### src/rtl/rand_range_sampler_if.sv
// Request/response bundle between game logic and the range sampler.
// The master side (game logic) issues bounds and consumes results;
// the slave side (the sampler) answers them.
interface rand_range_sampler_if #(
  parameter int WIDTH = 16
);
  logic             req_valid;
  logic             req_ready;
  logic [WIDTH-1:0] req_bound;
  logic             rsp_valid;
  logic             rsp_ready;
  logic [WIDTH-1:0] rsp_value;
  logic             rsp_fallback;
  logic             rsp_err;

  modport master (
    output req_valid, req_bound, rsp_ready,
    input  req_ready, rsp_valid, rsp_value, rsp_fallback, rsp_err
  );

  modport slave (
    input  req_valid, req_bound, rsp_ready,
    output req_ready, rsp_valid, rsp_value, rsp_fallback, rsp_err
  );
endinterface

### src/rtl/rand_range_sampler.sv
// Turns the 32-bit LFSR word into a uniform value in [0, bound) using
// mask-and-reject sampling. The LFSR is only enabled while a draw is in
// progress, and every evaluation waits DRAW_CYCLES enabled cycles so the
// sampled window holds fresh bits. After MAX_TRIES rejections the last
// candidate is folded back into range (cand - bound) and flagged.
module rand_range_sampler #(
  parameter int WIDTH       = 16,
  parameter int DRAW_CYCLES = 18,
  parameter int MAX_TRIES   = 4
) (
  input  logic        clk,
  input  logic        rst_n,
  input  logic [31:0] rand_in,
  output logic        rand_en,
  rand_range_sampler_if.slave bus
);

  localparam int GAP_W = (DRAW_CYCLES > 1) ? $clog2(DRAW_CYCLES) : 1;
  localparam int TRY_W = (MAX_TRIES > 1) ? $clog2(MAX_TRIES) : 1;
  localparam logic [GAP_W-1:0] GAP_LOAD = GAP_W'(DRAW_CYCLES - 1);
  localparam logic [TRY_W-1:0] TRY_LAST = TRY_W'(MAX_TRIES - 1);

  typedef enum logic [1:0] {
    IDLE,
    SAMPLE,
    DONE
  } state_t;

  state_t           state_q, state_d;
  logic [WIDTH-1:0] bound_q, bound_d;
  logic [WIDTH-1:0] mask_q, mask_d;
  logic [GAP_W-1:0] gap_q, gap_d;
  logic [TRY_W-1:0] tries_q, tries_d;
  logic [WIDTH-1:0] value_q, value_d;
  logic             fallback_q, fallback_d;
  logic             err_q, err_d;
  logic [WIDTH-1:0] cand;
  logic             unused_rand;

  // Only the low WIDTH bits are sampled; the rest of the LFSR word is ignored.
  assign unused_rand = ^(rand_in >> WIDTH);

  // Smallest all-ones pattern covering x: propagate the top set bit rightwards.
  function automatic logic [WIDTH-1:0] smear_right(input logic [WIDTH-1:0] x);
    logic [WIDTH-1:0] r;
    r = x;
    for (int s = 1; s < WIDTH; s = s * 2) begin
      r = r | (r >> s);
    end
    return r;
  endfunction

  assign cand             = rand_in[WIDTH-1:0] & mask_q;
  assign bus.req_ready    = (state_q == IDLE);
  assign rand_en          = (state_q == SAMPLE);
  assign bus.rsp_valid    = (state_q == DONE);
  assign bus.rsp_value    = value_q;
  assign bus.rsp_fallback = fallback_q;
  assign bus.rsp_err      = err_q;

  // State and datapath registers; reset drops any in-flight request at once.
  always_ff @(posedge clk or negedge rst_n) begin
    if (!rst_n) begin
      state_q    <= IDLE;
      bound_q    <= '0;
      mask_q     <= '0;
      gap_q      <= '0;
      tries_q    <= '0;
      value_q    <= '0;
      fallback_q <= 1'b0;
      err_q      <= 1'b0;
    end else begin
      state_q    <= state_d;
      bound_q    <= bound_d;
      mask_q     <= mask_d;
      gap_q      <= gap_d;
      tries_q    <= tries_d;
      value_q    <= value_d;
      fallback_q <= fallback_d;
      err_q      <= err_d;
    end
  end

  // Next-state logic: accept, count down to each evaluation, accept/reject/fold.
  always_comb begin
    state_d    = state_q;
    bound_d    = bound_q;
    mask_d     = mask_q;
    gap_d      = gap_q;
    tries_d    = tries_q;
    value_d    = value_q;
    fallback_d = fallback_q;
    err_d      = err_q;
    case (state_q)
      IDLE: begin
        if (bus.req_valid) begin
          bound_d    = bus.req_bound;
          mask_d     = smear_right(bus.req_bound - 1'b1);
          gap_d      = GAP_LOAD;
          tries_d    = '0;
          value_d    = '0;
          fallback_d = 1'b0;
          err_d      = 1'b0;
          if (bus.req_bound == '0) begin
            err_d   = 1'b1;
            state_d = DONE;
          end else begin
            state_d = SAMPLE;
          end
        end
      end
      SAMPLE: begin
        if (gap_q != '0) begin
          gap_d = gap_q - 1'b1;
        end else if (cand < bound_q) begin
          value_d = cand;
          state_d = DONE;
        end else if (tries_q == TRY_LAST) begin
          value_d    = cand - bound_q;
          fallback_d = 1'b1;
          state_d    = DONE;
        end else begin
          tries_d = tries_q + 1'b1;
          gap_d   = GAP_LOAD;
        end
      end
      DONE: begin
        if (bus.rsp_ready) begin
          state_d = IDLE;
        end
      end
      default: begin
        state_d = IDLE;
      end
    endcase
  end

endmodule
### src/flat_wrapper.sv
// flat-port wrapper written by rule: the top's interface ports become plain ports
module rand_range_sampler_flat 
#(
  parameter int WIDTH       = 16,
  parameter int DRAW_CYCLES = 18,
  parameter int MAX_TRIES   = 4
)
  (clk, rst_n, rand_in, rand_en, bus_req_valid, bus_req_bound, bus_rsp_ready, bus_req_ready, bus_rsp_valid, bus_rsp_value, bus_rsp_fallback, bus_rsp_err);
  rand_range_sampler_if #(.WIDTH(WIDTH)) bus_i ();
  input  logic clk;
  input  logic rst_n;
  input  logic [31:0] rand_in;
  output logic rand_en;
  input wire logic [$bits(bus_i.req_valid)-1:0] bus_req_valid;
  input wire logic [$bits(bus_i.req_bound)-1:0] bus_req_bound;
  input wire logic [$bits(bus_i.rsp_ready)-1:0] bus_rsp_ready;
  output wire logic [$bits(bus_i.req_ready)-1:0] bus_req_ready;
  output wire logic [$bits(bus_i.rsp_valid)-1:0] bus_rsp_valid;
  output wire logic [$bits(bus_i.rsp_value)-1:0] bus_rsp_value;
  output wire logic [$bits(bus_i.rsp_fallback)-1:0] bus_rsp_fallback;
  output wire logic [$bits(bus_i.rsp_err)-1:0] bus_rsp_err;
  assign bus_i.req_valid = bus_req_valid;
  assign bus_i.req_bound = bus_req_bound;
  assign bus_i.rsp_ready = bus_rsp_ready;
  assign bus_req_ready = bus_i.req_ready;
  assign bus_rsp_valid = bus_i.rsp_valid;
  assign bus_rsp_value = bus_i.rsp_value;
  assign bus_rsp_fallback = bus_i.rsp_fallback;
  assign bus_rsp_err = bus_i.rsp_err;
  rand_range_sampler #(.WIDTH(WIDTH), .DRAW_CYCLES(DRAW_CYCLES), .MAX_TRIES(MAX_TRIES)) u_core (.clk(clk), .rst_n(rst_n), .rand_in(rand_in), .rand_en(rand_en), .bus(bus_i));
endmodule
### config.mk
export PLATFORM = sky130hd
export DESIGN_NAME = rand_range_sampler_flat
export DESIGN_NICKNAME = d
export VERILOG_FILES = /design/src/rtl/rand_range_sampler_if.sv /design/src/rtl/rand_range_sampler.sv /design/src/flat_wrapper.sv
export SDC_FILE = /design/constraint.sdc
export NUM_CORES = 1
export LEC_CHECK = 0
export ABC_AREA = 1
export CORE_MARGIN = 2
export CORE_UTILIZATION = 48
export CTS_BUF_LIST = sky130_fd_sc_hd__clkbuf_16
export CTS_CLUSTER_DIAMETER = 150
export DETAILED_ROUTE_END_ITERATION = 8
export GPL_TIMING_DRIVEN = 0
export PLACE_DENSITY_LB_ADDON = 0.25
export SETUP_SLACK_MARGIN = 0.1
export SYNTH_ARGS = -nofsm -noshare
export SYNTH_HDL_FRONTEND = slang
export SYNTH_SLANG_ARGS = --single-unit
### constraint.sdc
create_clock -name clk -period 2.3 [get_ports clk]
set_input_delay 0.345 -clock clk [delete_from_list [all_inputs] [get_ports clk]]
set_output_delay 0.345 -clock clk [all_outputs]
set_load 0.01 [all_outputs]
==> results by group, run 1 <==
Logic synthesis
  – Number of flops mapped to enable cells by yosys: 0
  – Post-Syn Instances: 669
  – Post-Syn Area: 4325 sq um
  – Ys async rst share: 100.0%
  – Yosys warning count: 0
  – Post-synthesis net count: 742
  – Sequential fraction of the synthesis area: between 30% and 40%
  – Post-synthesis average cell area: roughly 6.5 sq um
  – Count of different cell masters after synthesis: 34
  – Synthesis-stage register bit count: slightly below 60
  – Top_reg_cell synth: dfrtp_1

Finish
  – Share of layout cells above drive strength 1: between 15 and 20%
  – Diodes inserted: 0
  – Filler cells: between 700 and 800
  – Nets: between 800 and 900
  – Synthesis-to-finish area growth: 35.32%

Outcome
  – Outcome: completed

Floorplanning
  – Die Y: roughly 99 um
  – Die area: around 10000 sq um
  – Site Rows: 34
  – Initial Utilization: about half
  – I/O pin cnt: 73
  – Core area: approximately 8700 sq um
  – Horiz. Die Dim: just under 100 um

Worst setup path
  – Crit Path Category: reg2reg
  – Crit-path leading delay family: simple AND/OR/NAND/NOR gates
  – Max incr delay on CP: between 0.3 and 0.4 ns
  – CP max FO: 5
  – CP bufs+invs: 2
  – Worst path most repeated cell: nand2_2
  – Slowest-stage cell, CP: dfrtp_1
  – Worst path arrival time: between 2 and 3 ns
  – Worst setup EP type: register
  – Crit path cell chain: nand2_2 -> ha_4 -> inv_2 -> fa_2 -> nand2_2 -> nand2_2 -> and2_4 -> nand2_4 -> nand2_4 -> nand2_4 -> nand4_1 -> nand2_2 -> buf_6 -> nand3_2 -> nand2_1
  – CP Data Required Time: 2.57 ns
  – Startpoint types: register

Routing
  – Total Wirelength: approximately 13000 um
  – Pre-Repair DR Iteration Count: 5
  – Remaining DRCs: 0
  – Drt wl/cell: around 15 um
  – Number of DRC markers in iteration 0: roughly 210
  – Vias per std cell: 5.210
  – Routed Antenna Nets: 0
  – Routed vias: 4585

Clock tree
  – CTS clock-pin slew for the worst setup and hold paths: about 0.050 ns
  – Clock sink count: 59
  – CTS tree: built
  – Cts bufs inserted: 9
  – Root Driver: clkbuf_16
  – CTS Buffer Depth: 2
  – H-Tree Level Count: 3
  – Clock latency at the later pin of the worst-skew pair: around 0.33 ns

Timing
  – Slew Limit Fails: 0
  – Period minus WS final: approximately 2.3 ns
  – Final hold violation count: 0
  – Clk_skew: ~0.011 ns
  – Final hold slack: 0.4728 ns
  – Worst Slack Setup Final: roughly 0.029 ns
  – Max Freq: ~440 MHz
  – Relative slew slack: between 60% and 70%
  – Final setup violating endpoints: 0
  – Worst Tran Pin Value: 0.4629 ns
  – RSZ-0062 raised after global routing: true
  – Final period utilization: 98.75%

Placed design
  – Gpl congestion: between 0.9 and 1
  – Port bufs: 56
  – Pre-CTS setup slack: -0.4428 ns
  – DP HPWL: roughly 9300 um

Power and ir drop
  – VDD IR max: 0.5703 mV
  – Flop pwr share: about 22%
  – Combinational share of power: around 62%
  – Switching part of the total: a little under half
  – Clock power frac: ~16%
  – Internal power: just over 4 mW
  – Leakage Power: a little under 3 nW
  – Pwr Density: roughly 1300 nW/um^2
  – Design Power: between 7 and 8 mW
  – Psw: 3.547 mW

Global routing
  – Total GRT Usage: 26.34%
  – Vias in the first global route: ~4500
  – Initial antenna violation count: 0
  – Grt total ovfl: 0
  – First-pass GRT wire length: roughly 21000 um
  – Pin count of the biggest net entering global routing: 42

Worst hold path
  – Worst Hold Class: reg2reg

Job
  – Max cap viols: 0
[power groups by stage]
stage | Sequential (mW) | Combinational [mW] | Clock [mW]
2_1_floorplan | 1.66 | 2.70 | 0
3_3_place_gp | 1.66 | 3.70 | 0
3_5_place_dp | 1.68 | 3.77 | 0
4_1_cts | 1.66 | 4.35 | 1.23
5_1_grt | 1.73 | 5.26 | 1.29
6_report | 1.68 | 4.79 | 1.22
[metal layers]
layer	part of all wire [%]	GRT usage [%]	vias up	wire (um)
met5	0	0	-	0
met4	3.3	12.86	0	423
met3	4.8	2.908	33	621
met2	48	44.65	170	6218
met1	43	33.42	2091	5580
li1	-	-	2291	-
[final timing paths]
kind | start | endpoint | slack, ns | depth (start not counted)
worst max-delay path | u_core.mask_q[0] | u_core.bus.rsp_value[0] | 0.03 | 15
worst min-delay path | u_core.bus.rsp_value[4] | u_core.bus.rsp_value[4] | 0.47 | 2
worst max register to register | u_core.mask_q[0] | u_core.bus.rsp_value[0] | 0.03 | 15
worst min register to register | u_core.bus.rsp_value[4] | u_core.bus.rsp_value[4] | 0.47 | 2
max in group asynchronous | rst_n | u_core.bound_q[8] | 1.23 | 3
min in group asynchronous | rst_n | u_core.bus.rsp_value[7] | 0.50 | 2
[cell usage in the layout, fill, tap and decap left out, types with 3 or more instances in the layout]
cell	n
clkbuf_16	9
buf_6	9
inv_2	5
nand2_1	229
ha_1	9
nand3_2	13
clkdlybuf4s50_1	54
ha_4	8
nor2_1	64
nor3_1	7
o21ai_0	26
dfrtp_1	59
o21ai_1	6
a21oi_1	10
buf_2	4
nor2_4	5
nor2_2	6
or2_2	6
clkinvlp_4	3
nand3_1	47
nand3b_1	3
inv_1	96
nand2_2	16
buf_4	25
xnor2_1	6
nand4_1	9
ha_2	3
nand2_4	5
[cells in the mapped netlist (2+ instances only)]
cell	instances	area share, %
xnor2_1	6	1.2
nand3b_1	3	0.52
o21ai_1	5	0.58
or2_2	6	0.87
ha_1	20	5.8
inv_1	100	8.7
buf_6	5	1.3
nand2_1	242	21
clkbuf_1	2	0.17
o21ai_0	27	3.1
nand2_2	7	1.0
inv_2	2	0.17
and2_1	3	0.43
nor3_1	7	0.81
nand2_4	2	0.52
o21bai_1	2	0.35
buf_2	3	0.35
nand3_1	60	6.9
nor2_2	4	0.58
nand4_1	9	1.3
nor2_4	2	0.52
nor2_1	69	6.0
dfrtp_1	59	34
a21oi_1	14	1.6
[tightest hold or removal path, stage by stage (launching register included)]
cell,delay (ns)
dfrtp_1,0.34
nand2_1,0.05
nand2_1,0.05
[what timing repair did]
item,CTS,global route
hold endpoints to repair,18,0
hold buffers,1,0
resized for setup,40,36
gates cloned,1,0
setup endpoints to repair,21,37
setup buffers,25,3
pin swaps,18,16
[stage by stage]
step                util (%)  area [sq um]  setup TNS [ns]  std cells
finish                 67.12          5853               0        880
global route           67.12          5853         -0.8408        880
CTS                    65.16          5683               0        877
detailed placement     57.75          5036          -10.06        834
global placement       57.58          5021          -64.86        833
floorplan                  -          4325               0        669
[state kept, by name (all words and copies together), names as in the netlist]
signal	count
u_core.tries_q	2
u_core.bus.rsp_value	16
u_core.gap_q	5
u_core.state_q	2
u_core.bus.rsp_fallback	1
u_core.bound_q	16
u_core.bus.rsp_err	1
u_core.mask_q	16
[layout make-up]
type | instances | area, sq um | area share [%]
inverters | 102 | 385.4 | 6.584
multi-input cells | 497 | 2686 | 45.90
repair buffers | 87 | 817.0 | 13.96
plain buffers | 11 | 82.58 | 1.411
clock inverters | 7 | 45.04 | 0.7696
well taps | 108 | 135.1 | 2.309
flip-flops and latches | 59 | 1476 | 25.22
clock buffers | 9 | 225.2 | 3.848
[cells by family after synthesis]
kind of cell,share of synthesized area [%]
AO/OA/AOI/OAI,6.190
AND/OR/NAND/NOR,41.25
flip-flops,34.13
XOR/XNOR,1.417
buffers and inverters,10.76
adder cells (fa/ha/maj),6.248
Note: power is estimated with default switching activity, not from simulation.
==> run 2, diff against run 1 <==
- CORE_ASPECT_RATIO: default -> 1.25
- REMOVE_ABC_BUFFERS: default -> 1
==> run 2 against run 1 <==
Against the previous run: maximum frequency up 0.24%; die area about the same; global-route usage down 0.41 points; first-iteration DRC count up 25%; sequential share of layout area up 0.37 points; critical path depth down 1; register-to-register slack better by 0.02 ns; via count down 2.4%; largest power group unchanged; highest routed layer unchanged.
==> results by group, run 2 (synthesis gave the netlist of run 1 again) <==
Worst setup path
  – Startpoint types: input port
  – Worst setup EP type: register
  – CP max FO: 8
  – CP Data Required Time: 2.58 ns
  – Crit Path Category: in2reg
  – Worst path arrival time: between 2 and 3 ns

Timing
  – Final period utilization: a little under 100%
  – Worst Tran Pin Value: between 0.5 and 0.6 ns
  – Fin Setup TNS: 0 ns
  – Worst Slack Setup Final: 0.03429 ns
  – Clk_skew: between 0.004 and 0.005 ns
  – Max Freq: between 400 and 500 MHz
  – Relative slew slack: around 65%
  – Slew Limit Fails: 0
  – Final setup violating endpoints: 0
  – RSZ-0062 raised after global routing: true
  – Final hold violation count: 0
  – Period minus WS final: between 2 and 2.5 ns

Finish
  – Diodes inserted: 0
  – Most common cell after layout, fill and taps aside: nand2_1
  – Share of layout cells above drive strength 1: between 10 and 15%
  – Synthesis-to-finish area growth: 33.35%
  – Post-route cell area: between 5000 and 6000 sq um
  – Leading cell types in the layout, fill and taps excluded: nand2_1 (229), inv_1 (97), nor2_1 (63), dfrtp_1 (59), clkdlybuf4s50_1 (54)
  – Nets: about 810

Clock tree
  – Root Driver: clkbuf_16
  – Clock latency at the later pin of the worst-skew pair: 0.34 ns
  – Clock sink count: 59
  – H-Tree Level Count: 3
  – Cts bufs inserted: 9
  – CTS Buffer Depth: 2
  – CTS clock-pin slew for the worst setup and hold paths: around 0.050 ns
  – CTS tree: built

Global routing
  – Grt total ovfl: 0
  – Initial antenna violation count: 0
  – First-pass GRT wire length: 19390 um
  – Total GRT Usage: around a quarter
  – Vias in the first global route: ~4300
  – Pin count of the biggest net entering global routing: 42

Power and ir drop
  – Leakage Power: 2.900 nW
  – VDD IR max: roughly 0.87 mV
  – Design Power: just under 8 mW
  – Pwr Density: between 1000 and 1500 nW/um^2

Floorplanning
  – Initial Utilization: about half
  – Site Rows: 38
  – I/O pin cnt: 73
  – Core area: between 8000 and 9000 sq um
  – Die Y: 110.1 um
  – Die area: slightly below 10000 sq um
  – Horiz. Die Dim: 88.91 um

Routing
  – Drt wl/cell: 14.66 um
  – Vias per std cell: just over 5
  – Remaining DRCs: 0
  – Pre-Repair DR Iteration Count: 7
  – Routed Antenna Nets: 0
  – Routed vias: around 4500
  – Number of DRC markers in iteration 0: ~270
  – Total Wirelength: roughly 13000 um

Placed design
  – Pre-CTS setup slack: -0.7422 ns
  – Gpl congestion: between 0.9 and 1
  – DP HPWL: a little under 9000 um
  – Port bufs: 56
  – Placed Instance Area: 4969 sq um

Job
  – Max cap viols: 0

Worst hold path
  – Worst Hold Class: in2reg

Outcome
  – Outcome: completed
[run 2: layer usage]
layer | global-route usage, % | up-vias | wire [um]
li1 | - | 2234 | -
met5 | 0 | - | 0
met2 | 43.87 | 142 | 6332
met3 | 5.287 | 40 | 626
met4 | 12.88 | 0 | 446
met1 | 30.97 | 2057 | 5279
[run 2: stage by stage]
step / hold WS [ns] / std cells / util [%]
floorplan: 0.04941 / 658 / -
global placement: 0.4616 / 834 / 56.93
detailed placement: 0.3199 / 835 / 57.10
CTS: 0.4797 / 858 / 63.10
global route: 0.4554 / 865 / 66.29
finish: 0.4124 / 865 / 66.29
[run 2: cell type report]
type / count / area (sq um)
Fill cell: 737 / 2933
Timing Repair Buffer: 68 / 666.9
Inverter: 102 / 395.4
Sequential cell: 59 / 1476
Clock inverter: 7 / 92.59
Multi-Input combinational cell: 500 / 2761
Clock buffer: 9 / 225.2
Tap cell: 120 / 150.1
[run 2: final timing paths]
kind / cells after the start / slack, ns / start / to
hold / removal: 5 / 0.41 / rand_in[0] / u_core.bus.rsp_value[0]
min in group asynchronous: 2 / 0.49 / rst_n / u_core.bus.rsp_value[3]
setup / recovery: 14 / 0.03 / rand_in[3] / u_core.bus.rsp_value[0]
hold reg to reg: 2 / 0.47 / u_core.bus.rsp_value[14] / u_core.bus.rsp_value[14]
max in group asynchronous: 3 / 1.23 / rst_n / u_core.mask_q[15]
setup reg to reg: 15 / 0.05 / u_core.mask_q[0] / u_core.bus.rsp_value[0]
[run 2: power by group]
part	leakage (nW)	internal, mW	switching, mW	total [mW]
registers	0.717	1.42	0.243	1.67
clock network	0.149	0.943	0.505	1.45
logic	2.03	1.78	2.82	4.60
total	2.90	4.15	3.56	7.71
[run 2: critical path: stages]
cell and delay, ns:
clkdlybuf4s50_1 0.46, nand2_1 0.09, inv_1 0.12, ha_4 0.22, or2_1 0.26, and2_4 0.19, nand2_4 0.07, nand2_4 0.06
nand2_4 0.10, nand4_1 0.14, buf_6 0.19, nand2_8 0.13, nand3_1 0.09, nand2_1 0.07
[run 2: what timing repair did]
| item | 4_1_cts | 5_1_grt |
|---|---|---|
| gates resized for setup | 32 | 49 |
| setup buffers | 4 | 6 |
| pin swaps | 5 | 16 |
| hold endpoints to repair | 18 | 0 |
| endpoints found under the setup margin | 38 | 36 |
| hold buffers | 1 | 0 |
| cloned | 2 | 1 |
==> run 3, diff against run 2 <==
- GPL_ROUTABILITY_DRIVEN: default -> 0
==> run 3 against run 2 <==
Against the previous run: global-route usage shrank 0.30 points; worst setup slack gained 0.033 ns; sequential share of layout area shrank 0.55 points; count of clock-buffer cells in the layout is the same; total power grew 2.8%; flip-flop and latch count is the same; sequential power is essentially flat; largest power group unchanged; hold slack gained 0.051 ns; cell area grew 2.2%; critical path depth is the same.
==> results by group, run 3 (synthesis gave the netlist of run 1 again) <==
Outcome
  – Outcome: completed

Finish
  – Synthesis-to-finish area growth: 36.27%
  – Nets: between 800 and 900
  – Filler cells: about 730
  – Share of layout cells above drive strength 1: roughly 17%
  – Post-route cell area: just under 6000 sq um
  – Core occupancy in the finished layout: 67.75%
  – Leading cell types in the layout, fill and taps excluded: nand2_1 (225), inv_1 (93), nor2_1 (61), dfrtp_1 (59), clkdlybuf4s50_1 (54)
  – Diodes inserted: 0
  – Non-filler instance count after layout: slightly below 900
  – Most common cell after layout, fill and taps aside: nand2_1

Global routing
  – Total GRT Usage: roughly a quarter
  – First-pass GRT wire length: approximately 19000 um
  – Initial antenna violation count: 0
  – Vias in the first global route: 4242
  – Pin count of the biggest net entering global routing: 42
  – Grt total ovfl: 0

Floorplanning
  – Initial Utilization: between 40% and 50%
  – Site Rows: 38
  – Die area: between 9000 and 10000 sq um
  – I/O pin cnt: between 70 and 80
  – Horiz. Die Dim: 88.91 um
  – Core area: 8701 sq um
  – Die Y: about 110 um

Clock tree
  – Clock latency at the later pin of the worst-skew pair: 0.34 ns
  – Cts bufs inserted: 9
  – CTS Buffer Depth: 2
  – Root Driver: clkbuf_16
  – CTS tree: built
  – Clock sink count: just under 60
  – CTS clock-pin slew for the worst setup and hold paths: ~0.05 ns
  – H-Tree Level Count: 3

Worst setup path
  – RR Endpoint: u_core.bus.rsp_value[13]
  – Worst setup EP type: register
  – Startpoint types: input port
  – CP Data Required Time: 2.58 ns
  – CP max FO: 8
  – Worst reg2reg startpoint: u_core.mask_q[0]
  – Worst path arrival time: between 2 and 3 ns
  – Reg2reg path depth: 15
  – Crit Path Category: in2reg
  – R2r setup slk: around 0.1 ns

Routing
  – Number of DRC markers in iteration 0: 310
  – Pre-Repair DR Iteration Count: 7
  – Vias per std cell: between 5 and 6
  – Drt wl/cell: between 10 and 15 um
  – Remaining DRCs: 0
  – Routed vias: roughly 4600
  – Routed Antenna Nets: 0
  – Total Wirelength: around 13000 um

Placed design
  – DP HPWL: just over 8000 um
  – Placed Instance Area: 4969 sq um
  – Post-Place Cells: 835
  – Pre-CTS setup slack: -0.7678 ns
  – Port bufs: 56

Timing
  – Final setup violating endpoints: 0
  – Slew Limit Fails: 0
  – Worst Tran Pin Value: between 0.5 and 0.6 ns
  – Period minus WS final: ~2.2 ns
  – RSZ-0062 raised after global routing: true
  – Final hold slack: between 0.4 and 0.5 ns
  – Clk_skew: roughly 0.0054 ns
  – Max Freq: about 450 MHz
  – Final period utilization: 97.09%
  – Final hold violation count: 0
  – Relative slew slack: around two thirds
  – Worst Slack Setup Final: approximately 0.067 ns

Worst hold path
  – Hold_sp: u_core.bus.rsp_value[13]
  – Worst Hold Depth: 2
  – Hold Path End: u_core.bus.rsp_value[13]
  – Worst Hold Class: reg2reg

Job
  – Max cap viols: 0

Power and ir drop
  – Leakage Power: 2.926 nW
  – Pwr Density: ~1300 nW/um^2
  – VDD IR max: 0.6305 mV
## run 3: cell types whose count changed in the layout (fill, tap and decap cells not counted), moves of 3 or more
| cell | change |
|---|---|
| ha_1 | -5 |
| nand2_2 | +3 |
| ha_4 | +6 |
| buf_4 | +10 |
| inv_2 | +5 |
| inv_1 | -4 |
| nand2_1 | -4 |
| nand3_2 | +4 |
## run 3: layout make-up
type / count / area [sq um] / share of cell area (%)
sequential: 59 / 1476 / 25.05
tap: 120 / 150.1 / 2.547
multi-input combinational: 500 / 2843 / 48.23
clock buffer: 9 / 225.2 / 3.821
timing repair buffer: 79 / 749.5 / 12.71
inverter: 102 / 392.9 / 6.665
clock inverter: 6 / 57.56 / 0.9764
## run 3: metrics by stage
step	power (mW)	setup TNS, ns
6_report	7.931	0
5_1_grt	8.486	-0.3586
4_1_cts	7.150	0
3_5_place_dp	5.182	-22.85
3_3_place_gp	5.081	-75.12
2_1_floorplan	4.188	0
## run 3: routing by layer
layer	global-route usage [%]	vias up	part of all wire, %
li1	-	2253	-
met1	31.32	2130	40
met2	42.70	203	48
met3	4.542	52	7.4
met4	13.53	0	4.1
met5	0	-	0
## run 3: where the power goes
part / internal (mW) / switching, mW / leakage [nW]
registers: 1.42 / 0.242 / 0.717
logic: 2.02 / 2.95 / 2.08
clock network: 0.821 / 0.480 / 0.132
## run 3: how the worst max path moves through the flow
| stage | from | endpoint | slack (ns) |
|---|---|---|---|
| 2_1_floorplan | u_core.state_q[1] | u_core.mask_q[10] | 0.12 |
| 3_3_place_gp | rst_n | u_core.state_q[1] | -0.94 |
| 3_5_place_dp | rand_in[0] | u_core.bus.rsp_value[12] | -0.77 |
| 4_1_cts | u_core.mask_q[0] | u_core.bus.rsp_value[14] | 0.10 |
| 5_1_grt | rand_in[5] | u_core.gap_q[2] | -0.03 |
| 6_report | rand_in[6] | u_core.bus.rsp_value[13] | 0.07 |
## run 3: worst max-delay path, stage by stage
cell and delay (ns):
clkdlybuf4s50_1 0.51, nand2_1 0.09, inv_1 0.10, ha_4 0.22, nand2_2 0.12, inv_1 0.12, a21oi_4 0.19, nand2_4 0.08
nand2_4 0.10, nand4_1 0.16, buf_6 0.19, nand2_8 0.11, nand3_2 0.10, nand2_1 0.07
## run 3: what timing repair did
action	CTS	global route
setup buffers	18	3
hold endpoints to repair	18	0
endpoints found under the setup margin	40	36
pin swaps	13	17
hold buffers	1	0
resized for setup	42	58
gates cloned	2	1
